--- src/rtl/sar_search_if.sv ---
// Bus between the SAR search engine and its external comparator / requester.
// The slave side is the search engine; the master side drives start and the comparator flags.
interface sar_search_if #(
  parameter int WIDTH = 8
);
  logic             start;
  logic [WIDTH-1:0] trial;
  logic             cmp_eq;
  logic             cmp_lt;
  logic             cmp_gt;
  logic             busy;
  logic             done;
  logic [WIDTH-1:0] result;
  logic             found;
  logic             err;

  modport master (
    output start, cmp_eq, cmp_lt, cmp_gt,
    input  trial, busy, done, result, found, err
  );

  modport slave (
    input  start, cmp_eq, cmp_lt, cmp_gt,
    output trial, busy, done, result, found, err
  );
endinterface

--- src/rtl/sar_search.sv ---
// Successive-approximation search: probes an external comparator MSB-first,
// exits early on equality, aborts on non-one-hot comparator feedback.
module sar_search #(
  parameter int WIDTH = 8
) (
  input  logic       clk,
  input  logic       rst,
  sar_search_if.slave bus
);
  localparam int IW = (WIDTH > 2) ? $clog2(WIDTH) : 1;
  localparam logic [IW-1:0]    IDX_TOP = IW'(WIDTH - 1);
  localparam logic [WIDTH-1:0] ONE     = {{(WIDTH-1){1'b0}}, 1'b1};
  localparam logic [WIDTH-1:0] MSB     = ONE << (WIDTH - 1);

  typedef enum logic [1:0] {IDLE, PROBE, DONE} state_t;

  state_t           state_q, state_d;
  logic [WIDTH-1:0] acc_q, acc_d;
  logic [WIDTH-1:0] trial_q, trial_d;
  logic [WIDTH-1:0] result_q, result_d;
  logic [IW-1:0]    idx_q, idx_d;
  logic             found_q, found_d;
  logic             err_q, err_d;

  logic [2:0]       cmp_code;
  logic             cmp_legal_ne;
  logic [WIDTH-1:0] acc_upd;

  assign cmp_code     = {bus.cmp_eq, bus.cmp_lt, bus.cmp_gt};
  assign cmp_legal_ne = (cmp_code == 3'b010) || (cmp_code == 3'b001);
  assign acc_upd      = bus.cmp_lt ? trial_q : acc_q;

  // State register
  always_ff @(posedge clk or posedge rst) begin
    if (rst) state_q <= IDLE;
    else     state_q <= state_d;
  end

  // Next-state logic
  always_comb begin
    state_d = state_q;
    case (state_q)
      IDLE:    if (bus.start) state_d = PROBE;
      PROBE:   if (!cmp_legal_ne || (idx_q == '0)) state_d = DONE;
      DONE:    state_d = IDLE;
      default: state_d = IDLE;
    endcase
  end

  // Datapath next values; trial is precomputed so it is registered for the next probe
  always_comb begin
    acc_d    = acc_q;
    idx_d    = idx_q;
    result_d = result_q;
    found_d  = found_q;
    err_d    = err_q;
    trial_d  = '0;
    case (state_q)
      IDLE: begin
        if (bus.start) begin
          acc_d   = '0;
          found_d = 1'b0;
          err_d   = 1'b0;
          idx_d   = IDX_TOP;
          trial_d = MSB;
        end
      end
      PROBE: begin
        if (cmp_code == 3'b100) begin
          result_d = trial_q;
          found_d  = 1'b1;
        end else if (cmp_legal_ne) begin
          acc_d = acc_upd;
          if (idx_q == '0) begin
            result_d = acc_upd;
            found_d  = 1'b0;
          end else begin
            idx_d   = idx_q - 1'b1;
            trial_d = acc_upd | (ONE << (idx_q - 1'b1));
          end
        end else begin
          err_d    = 1'b1;
          found_d  = 1'b0;
          result_d = acc_q;
        end
      end
      default: ;
    endcase
  end

  always_ff @(posedge clk or posedge rst) begin
    if (rst) begin
      acc_q    <= '0;
      idx_q    <= IDX_TOP;
      trial_q  <= '0;
      result_q <= '0;
      found_q  <= 1'b0;
      err_q    <= 1'b0;
    end else begin
      acc_q    <= acc_d;
      idx_q    <= idx_d;
      trial_q  <= trial_d;
      result_q <= result_d;
      found_q  <= found_d;
      err_q    <= err_d;
    end
  end

  // Output logic
  always_comb begin
    bus.trial  = trial_q;
    bus.busy   = (state_q != IDLE);
    bus.done   = (state_q == DONE);
    bus.result = result_q;
    bus.found  = found_q;
    bus.err    = err_q;
  end
endmodule
--- src/flat_wrapper.sv ---
// flat-port wrapper written by rule: the top's interface ports become plain ports
module sar_search_flat 
#(
  parameter int WIDTH = 8
)
  (clk, rst, bus_start, bus_cmp_eq, bus_cmp_lt, bus_cmp_gt, bus_trial, bus_busy, bus_done, bus_result, bus_found, bus_err);
  sar_search_if #(.WIDTH(WIDTH)) bus_i ();
  input  logic clk;
  input  logic rst;
  input wire logic [$bits(bus_i.start)-1:0] bus_start;
  input wire logic [$bits(bus_i.cmp_eq)-1:0] bus_cmp_eq;
  input wire logic [$bits(bus_i.cmp_lt)-1:0] bus_cmp_lt;
  input wire logic [$bits(bus_i.cmp_gt)-1:0] bus_cmp_gt;
  output wire logic [$bits(bus_i.trial)-1:0] bus_trial;
  output wire logic [$bits(bus_i.busy)-1:0] bus_busy;
  output wire logic [$bits(bus_i.done)-1:0] bus_done;
  output wire logic [$bits(bus_i.result)-1:0] bus_result;
  output wire logic [$bits(bus_i.found)-1:0] bus_found;
  output wire logic [$bits(bus_i.err)-1:0] bus_err;
  assign bus_i.start = bus_start;
  assign bus_i.cmp_eq = bus_cmp_eq;
  assign bus_i.cmp_lt = bus_cmp_lt;
  assign bus_i.cmp_gt = bus_cmp_gt;
  assign bus_trial = bus_i.trial;
  assign bus_busy = bus_i.busy;
  assign bus_done = bus_i.done;
  assign bus_result = bus_i.result;
  assign bus_found = bus_i.found;
  assign bus_err = bus_i.err;
  sar_search #(.WIDTH(WIDTH)) u_core (.clk(clk), .rst(rst), .bus(bus_i));
endmodule
--- config.mk ---
export PLATFORM = sky130hd
export DESIGN_NAME = sar_search_flat
export DESIGN_NICKNAME = d
export VERILOG_FILES = /design/src/rtl/sar_search_if.sv /design/src/rtl/sar_search.sv /design/src/flat_wrapper.sv
export SDC_FILE = /design/constraint.sdc
export NUM_CORES = 1
export LEC_CHECK = 0
export CAP_MARGIN = 20
export CORE_MARGIN = 10
export CORE_UTILIZATION = 52
export DETAILED_ROUTE_END_ITERATION = 10
export PLACE_DENSITY = 0.82
export RECOVER_POWER = 25
export SETUP_SLACK_MARGIN = 0.1
export SLEW_MARGIN = 20
export SYNTH_ARGS = -nofsm -noshare
export SYNTH_HDL_FRONTEND = slang
export SYNTH_SLANG_ARGS = --single-unit
--- constraint.sdc ---
create_clock -name clk -period 2.2 [get_ports clk]
set_input_delay 0.22 -clock clk [delete_from_list [all_inputs] [get_ports clk]]
set_output_delay 0.22 -clock clk [all_outputs]
set_load 0.03 [all_outputs]
; ---- Word level (Yosys, flattened, before mapping)
; Index checks and enable logic that the tools add are counted.
[totals]
out_inout_bits = 20
register_bits = 31
in_bits = 6
[op_classes]
n_bitwise = 1
reduce_logical = 13
n_eq_ne = 13
n_addsub = 1
shift = 1
muxes = 29
[op_table]
columns = operator, n
row1 = $mux 8, 11
row2 = $pmux 8 s2, 2
row3 = $mux 3, 4
row4 = $ne 2x2->1 const B, 4
row5 = $or 8x8->8, 1
row6 = $reduce_and 4->1, 2
row7 = $shl 1x3->8 const A, 1
row8 = $mux 1, 6
row9 = $pmux 3 s2, 1
row10 = $reduce_and 5->1, 1
row11 = $mux 2, 2
row12 = $ne 2x1->1 const B, 2
row13 = $ne 4x4->1 const B, 1
row14 = $pmux 1 s2, 2
row15 = $pmux 2 s2, 1
row16 = $reduce_and 2->1, 2
row17 = $reduce_bool 2->1, 2
row18 = $eq 3x1->1 const B, 1
row19 = $eq 3x2->1 const B, 1
row20 = $eq 3x3->1 const B, 1
row21 = $logic_not 3->1, 1
row22 = $ne 3x3->1 const B, 1
row23 = $reduce_and 3->1, 1
row24 = $sub 3x1->3 const B, 1
row25 = 5 further kinds, 6

; ---- Longest topological paths before layout
; Gate-level depths: netlist of run 1.
[depth]
ltp_word = 7
depth_mapped = 8
ltp_nobuf = 6

; ---- Worst setup path after synthesis of run 1
; No wires, ideal clock.
[synth_path]
path_kind = reg2reg
startpoint = reg u_core.idx_q[0]
endpoint = reg u_core.result_q[0] (netlist: u_core.bus.result[0])
setup_ns = 0.132
stages_incl_launch_ff = 8
slack_ns = 0.202
synth_period_minus_slack_ns = 1.998
arrival_time_ns = 1.866
cell_sequence = dfstp_2 > inv_1 > ha_1 > clkbuf_1 > nor2b_1 > o31ai_2 > clkbuf_1 > o21ai_1
[synth_between]
elab_chain_len = 3
[synth_lines]
columns = item, line_no
row1 = from (decl), sar_search.sv:21  ; logic [IW-1:0] idx_q, idx_d;
row2 = from (signal assigned), sar_search.sv:101  ; idx_q <= idx_d;
row3 = $logic_not 3->1, sar_search.sv:74  ; if (idx_q == '0) begin
row4 = $ne 3x3->1 (no source line), n/a
row5 = $reduce_and 2->1 (no source line), n/a
row6 = to (signal assigned), sar_search.sv:103  ; result_q <= result_d;
row7 = to (decl), sar_search.sv:20  ; logic [WIDTH-1:0] result_q, result_d;
; Every way passes these cells.
; A chain may end at the register's enable or synchronous reset.

; ---- Worst setup path in the final report of run 1
[layout_path]
startpoint = reg u_core.idx_q[0]
endpoint = reg u_core.found_q (netlist: u_core.bus.found)
[layout_between]
elab_chain_len = 3
[layout_lines]
columns = item, line_no
row1 = $logic_not 3->1, sar_search.sv:74
row2 = $ne 4x4->1 (no source line), n/a
row3 = $reduce_and 3->1 (no source line), n/a
row4 = to (signal assigned), sar_search.sv:104  ; found_q <= found_d;
row5 = to (decl), sar_search.sv:22  ; logic found_q, found_d;
; Every way passes these cells.

==> results of run 1 <==
==> sequential cells by signal (all words and copies together) (netlist names) <==
name / count
u_core.acc_q: 8
u_core.bus.result: 8
u_core.bus.trial: 8
u_core.idx_q: 3
u_core.state_q: 2
u_core.bus.err: 1
u_core.bus.found: 1
==> per-stage QoR <==
step	total power, mW	instance area [um2]	hold slack, ns	util (%)	instances
after floorplan	0.941	1560	0.321	-	163
after global placement	1.10	1880	0.461	66.9	218
after detailed placement	1.12	1880	0.475	66.9	218
after CTS	1.44	1930	0.264	68.6	226
after global routing	1.51	1920	0.542	68.6	226
final	1.42	1920	0.488	68.6	226
==> cells by family (layout without fill, tap and decap cells) <==
logic type	count (synthesis)	after routing	share of synthesized area (%)
compound gates	38	38	14.5
fa+ha+maj	5	5	4.01
flops	31	31	50.0
mux	17	17	11.1
simple gates	55	55	15.5
buf+inv	15	47	3.77
xor+xnor	2	2	1.12
==> synthesized netlist by cell type (2+ instances only) <==
cell type  count  area share, %
a31oi_1        2           0.80
ha_1           5            4.0
nor2_1         9            2.2
dfrtp_1       28             45
xnor2_1        2            1.1
a21oi_1        7            2.2
o21bai_1       3            1.4
mux2i_1       14            9.0
inv_1          7            1.7
o21ai_0       17            5.5
mux2_2         3            2.2
buf_2          2           0.64
nor2b_1        4            1.6
nand2_1       33            7.9
dfstp_2        3            5.1
a211oi_1       6            2.9
clkbuf_1       6            1.4
==> worst min-delay path, delay by kind of cell, from the launching register on <==
| kind | cells | cell delay, ns |
|---|---|---|
| compound gates | 1 | 0.06 |
| flops | 1 | 0.35 |
| simple gates | 1 | 0.05 |
==> layout make-up <==
cell class | instances | share of cell area (%)
Sequential cell | 31 | 40.5
Multi-Input combinational cell | 117 | 38.0
Timing Repair Buffer | 32 | 15.5
Clock buffer | 7 | 2.34
Tap cell | 31 | 2.02
Inverter | 7 | 1.37
Clock inverter | 1 | 0.260
==> report_power, final <==
group          leakage (nW)  internal (mW)  switching (mW)
clock                0.0293          0.124           0.197
combinational         0.398          0.170           0.263
sequential            0.417          0.627          0.0423
total                 0.844          0.922           0.502
==> routing by layer <==
metal	wire, um	part of all wire, %
met1	1390	39
met2	1790	51
met3	243	6.9
met4	96	2.7
met5	0	0
==> worst max-delay path by stage <==
stage / from / end / depth (start not counted)
2_1_floorplan: u_core.idx_q[0]$_DFFE_PP1P_ / u_core.bus.result[0]$_DFFE_PP0P_ / 7
3_3_place_gp: bus_cmp_lt / u_core.idx_q[2]$_DFFE_PP1P_ / 5
3_5_place_dp: bus_cmp_lt / u_core.idx_q[2]$_DFFE_PP1P_ / 5
4_1_cts: u_core.idx_q[0]$_DFFE_PP1P_ / u_core.bus.found$_DFFE_PP0P_ / 7
5_1_grt: u_core.idx_q[0]$_DFFE_PP1P_ / u_core.bus.result[7]$_DFFE_PP0P_ / 7
6_report: u_core.idx_q[0]$_DFFE_PP1P_ / u_core.bus.found$_DFFE_PP0P_ / 7
==> summary.md, run 1 <==
| Metric | Value |
|---|---|
| Status | complete, but fails checks |
| Violated checks | capacitance limit, slew limit |
| Main synth FF type | dfrtp_1 |
| Fill count | 239 |
| Initial core utilization | 55.6% |
| HPWL after DPL | 2680 um |
| Highest-count cells in the layout ignoring fill and taps | 33 x nand2_1, 28 x dfrtp_1, 25 x clkdlybuf4s50_1 |
| YS warnings | 0 |
| Post-synthesis sequential area ratio | 50.0% |
| RR Endpoint | u_core.bus.found$_DFFE_PP0P_ |
| Peak Freq | 538 MHz |
| Crit path max-delay cell type | dfstp_2 |
| Hold-fix buffers, CTS | 0 |
| Flop and latch count out of synthesis | 31 |
| Syn Nets | 174 |
| Largest net degree at the start of global routing | 32 |
| Dpl ws | 0.219 ns |
| CP Data Arrival Time | 2.12 ns |
| Worst R2R Start | u_core.idx_q[0]$_DFFE_PP1P_ |
| RSZ-0062 raised after global routing | false |
| R2R Setup Slk | 0.34 ns |
| Setup-failing EPs final | 0 |
| Full die area | 0.00559 mm2 |
| Max Clock Skew | 0.00733 ns |
| Rows | 19 |
| Reg2Reg Depth | 7 |
| Required time of the worst setup path | 2.46 ns |
| Worst Min Path Start | u_core.bus.result[5]$_DFFE_PP0P_ |
| DRC | 0 |
| Initial antenna violation count | 0 |
| Post-synth EDFFs | 0 |
| Routed WL per cell | 15.5 um |
| Crit-path max cell delay | 0.59 ns |
| Die H | 74.8 um |
| Num ports | 26 |
| Worst setup SP type | flip-flop |
| Slew Limit Fails | 32 |
| Multi-input logic area | 731 um2 |
| Initial DRC Count | 105 |
| Buffers and inverters on the worst path | 2 |
| IO buf count | 25 |
| Post-CTS Resized | 0 |
| Share of the clock period used by the worst path | 84.5% |
| Leak | 0.844 nW |
| M2 GR Usage | 23.9% |
| Net count reported at finish | 205 |
| Hold WC Path Type | reg -> reg |
| Slew @ Worst Pin | 1.65 ns |
| Crit end category | flip-flop |
| First-pass GRT wire length | 6050 um |
| Hold Crit Endpoint | u_core.bus.result[5]$_DFFE_PP0P_ |
| Routability cong. | 0.868 |
| Vias in the first global route | 1329 |
| # diodes | 0 |
| Async set-reset flop share out of synthesis | 100% |
| Met3 Usage GRT | 4.47% |
| GRT overflow | 0 |
| Clock Latency Late Sink | 0.34 ns |
| Gr busiest metal | met2 |
| Drt total wl | 3510 um |
| Setup Total Neg Slack | 0 ns |
| Hold Path Stages | 2 |
| Setup ws final | 0.341 ns |
| Worst Path Max Fanout | 10 |
| Pwr Density | 740 mW/mm2 |
| Cells after Synth | 163 |
| Post-synth cell types | 29 |
| Core ar. | 0.00281 mm2 |
| Met1 usage | 15.7% |
| Minimum clock period | 1.86 ns |
| Crit Path Class | reg -> reg |
| Maximum level of the CTS H-tree | 2 |
| VDD IR max | 0.506 mV |
| Total GRT Usage | 14.2% |
| Crit path max-delay family | flip-flops |
| Die Wd | 74.8 um |
| DR vias | 1273 |
| 1st-pass router iterations | 4 |
| Cts bufs inserted | 5 |
| Headroom to the max-slew limit | -10.0% |
| Most common cell after layout, fill and taps aside | nand2_1 |
| Num Clock Sinks | 31 |
| Storage cell area | 779 um2 |
| Max clock buf depth | 2 |
| Post-CTS Setup Bufs | 0 |
| Cell Area, Synth | 0.00156 mm2 |
| Layout cells sized above 1 | 11.8% |
| Routed vias/inst | 5.63 |
| Clk slew on worst S/H paths | 0.10 ns |
| Clock Tree Root | clkbuf_4 |
| Post-route ant nets | 0 |
| CTS tree | yes |
| Layout area overhead | 23.3% |
| Final Hold Fails | 0 |
| Post-Syn Area per Cell | 9.57 um2 |
| # Max-Cap Violations | 1 |
| Crit path cell chain | inv_1 -> ha_2 -> nor2b_1 -> o31ai_2 -> buf_4 -> nand3_1 -> o21ai_0 |
Power figures use the tool's default switching activity.
==> inputs of run 2 (changes only) <==
Clock period 2.2 ns to 1.75 ns, I/O delays scaled along.
==> summary.md, run 2 (synthesis results as in run 1) <==
| Metric | Value |
|---|---|
| Vias in the first global route | 1282 (-3.5%) |
| Worst Path Max Fanout | 7 (-3) |
| Drt total wl | 3780 um (+7.6%) |
| Status | complete, no violations |
| Routed WL per cell | 16.1 um (+3.5%) |
| Net count reported at finish | 214 (+4.4%) |
| Num ports | 26 (unchanged) |
| Crit end category | flip-flop |
| Share of the clock period used by the worst path | 95.2% (+11 points) |
| RR Endpoint | u_core.idx_q[2]$_DFFE_PP1P_ |
| Max clock buf depth | 2 (unchanged) |
| Worst setup SP type | flip-flop |
| Fill count | 200 (-16%) |
| Worst R2R Start | u_core.idx_q[1]$_DFFE_PP1P_ |
| First-pass GRT wire length | 6310 um (+4.2%) |
| Final hold slack | 0.485 ns (-0.00301 ns) |
| VDD IR max | 0.948 mV (+87%) |
| # Max-Cap Violations | 0 (-1) |
| DRC | 0 (unchanged) |
| Required time of the worst setup path | 2.00 ns (-0.46 ns) |
| Sequential Power Share | 40.6% (-6.4 points) |
| Peak Freq | 600 MHz (+12%) |
| Setup-failing EPs final | 0 (unchanged) |
| Highest-count cells in the layout ignoring fill and taps | 33 x nand2_1, 28 x dfrtp_1, 16 x clkdlybuf4s50_1 |
| Headroom to the max-slew limit | 49.7% (+60 points) |
| Storage cell area | 779 um2 (unchanged) |
| RSZ-0062 raised after global routing | true |
| GRT overflow | 0 (unchanged) |
| Die H | 74.8 um (unchanged) |
| Largest net degree at the start of global routing | 32 (unchanged) |
| Rows | 19 (unchanged) |
| Post-Route Utilization | 74.9% (+6.3 points) |
| Clk slew on worst S/H paths | 0.10 ns (about the same) |
| Full die area | 0.00559 mm2 (unchanged) |
| Clock Latency Late Sink | 0.34 ns (about the same) |
| Num Clock Sinks | 31 (unchanged) |
| Crit Path Class | reg -> reg |
| Routed vias/inst | 5.54 (-1.7%) |
| Slew @ Worst Pin | 0.754 ns (-0.896 ns) |
| # diodes | 0 (unchanged) |
| Layout area overhead | 34.7% |
| Cell Count Post-Placement | 222 (+1.8%) |
| Pint | 1.38 mW (+50%) |
| Hold-fix buffers, CTS | 0 (unchanged) |
| Multi-input logic area | 768 um2 (+5.1%) |
| Hold WC Path Type | in -> async |
| Critical path destination | u_core.idx_q[2]$_DFFE_PP1P_ |
| 1st-pass router iterations | 4 (unchanged) |
| DR vias | 1301 (+2.2%) |
| Pwr Density | 982 mW/mm2 (+33%) |
| Finished Layout Cells | 235 (+4.0%) |
| Reg2Reg Depth | 4 (-3) |
| Minimum clock period | 1.67 ns (-0.193 ns) |
| Clock power share | 28.9% (+6.4 points) |
| Leak | 1.03 nW (+22%) |
| IO buf count | 25 (unchanged) |
| Setup Total Neg Slack | 0 ns (unchanged) |
| Layout cells sized above 1 | 20.1% (+8.3 points) |
| Slew Limit Fails | 0 (-100%) |
| HPWL after DPL | 2630 um (-1.9%) |
| Combinational share of power | 30.5% (about the same) |
| CP Data Arrival Time | 1.92 ns (-0.20 ns) |
| Maximum level of the CTS H-tree | 2 (unchanged) |
| Most common cell after layout, fill and taps aside | nand2_1 |
| Die Wd | 74.8 um (unchanged) |
| Core ar. | 0.00281 mm2 (unchanged) |
| Switching share of power | 32.9% (-2.3 points) |
| Total GRT Usage | 14.7% (+0.48 points) |
| Initial core utilization | 55.6% (unchanged) |
| Initial DRC Count | 109 (+3.8%) |
| Routability cong. | 0.837 (-3.6%) |
| Initial antenna violation count | 0 (unchanged) |
| R2R Setup Slk | 0.08 ns (-0.26 ns) |
| Worst Setup SP | u_core.idx_q[1]$_DFFE_PP1P_ |
| Post-route ant nets | 0 (unchanged) |
| CTS tree | yes |
| Max Clock Skew | 0.00506 ns (-0.00227 ns) |
| Clock Tree Root | clkbuf_4 |
| Final Hold Fails | 0 (unchanged) |
| Cts bufs inserted | 5 (unchanged) |
| NetSw | 0.679 mW (+35%) |
==> run 2: layout make-up <==
class | count | share of cell area [%]
clock inverter | 2 | 1.67
tap | 31 | 1.85
inverter | 7 | 1.37
sequential | 31 | 37.1
multi-input combinational | 117 | 36.5
clock buffer | 6 | 2.44
timing repair buffer | 41 | 19.0
==> run 2: timing repair <==
item                       CTS  global route
pin swaps                    0             1
gates resized for setup      3            13
setup endpoints to repair   11            19
buffers inserted             3             2
gates cloned                 0             0
==> run 2: worst min-delay path by stage <==
stage	from	endpoint	slack [ns]	cells after the start
after floorplan	rst	u_core.acc_q[0]$_DFFE_PP0P_	0.28	1
after global placement	u_core.bus.result[3]$_DFFE_PP0P_	u_core.bus.result[3]$_DFFE_PP0P_	0.47	2
after detailed placement	u_core.bus.result[3]$_DFFE_PP0P_	u_core.bus.result[3]$_DFFE_PP0P_	0.47	2
after CTS	rst	u_core.bus.trial[3]$_DFF_PP0_	0.22	3
after global routing	u_core.bus.found$_DFFE_PP0P_	u_core.bus.found$_DFFE_PP0P_	0.54	2
final	rst	u_core.bus.trial[3]$_DFF_PP0_	0.48	3
==> run 2: power by group through the flow <==
stage	Clock, mW	Sequential (mW)	Combinational [mW]
3_3_place_gp	0	0.855	0.560
5_1_grt	0.633	0.849	0.691
4_1_cts	0.611	0.832	0.617
6_report	0.596	0.838	0.630
3_5_place_dp	0	0.860	0.580
2_1_floorplan	0	0.917	0.303
==> run 2: metal layers <==
metal,track usage (%),wire length [um],up-vias
met2,23.9,1900,37
met4,7.98,65,0
met3,4.47,226,9
li1,-,-,636
met1,17.1,1580,619
met5,0,0,-
==> run 2: critical path, cell delays in order, from the launching register on <==
cell and delay, ns:
dfstp_2 0.57, inv_4 0.05, ha_4 0.17, or4_1 0.55
a31oi_1 0.23
==> run 2: stage by stage <==
| stage | instance area (um2) | power [mW] | worst slack (ns) |
|---|---|---|---|
| after floorplan | 1620 | 1.22 | -0.0523 |
| final | 2100 | 2.06 | 0.0843 |
| after CTS | 2060 | 2.06 | 0.110 |
| after global placement | 1950 | 1.41 | 0.0617 |
| after global routing | 2100 | 2.17 | 0.0479 |
| after detailed placement | 1950 | 1.44 | -0.0245 |
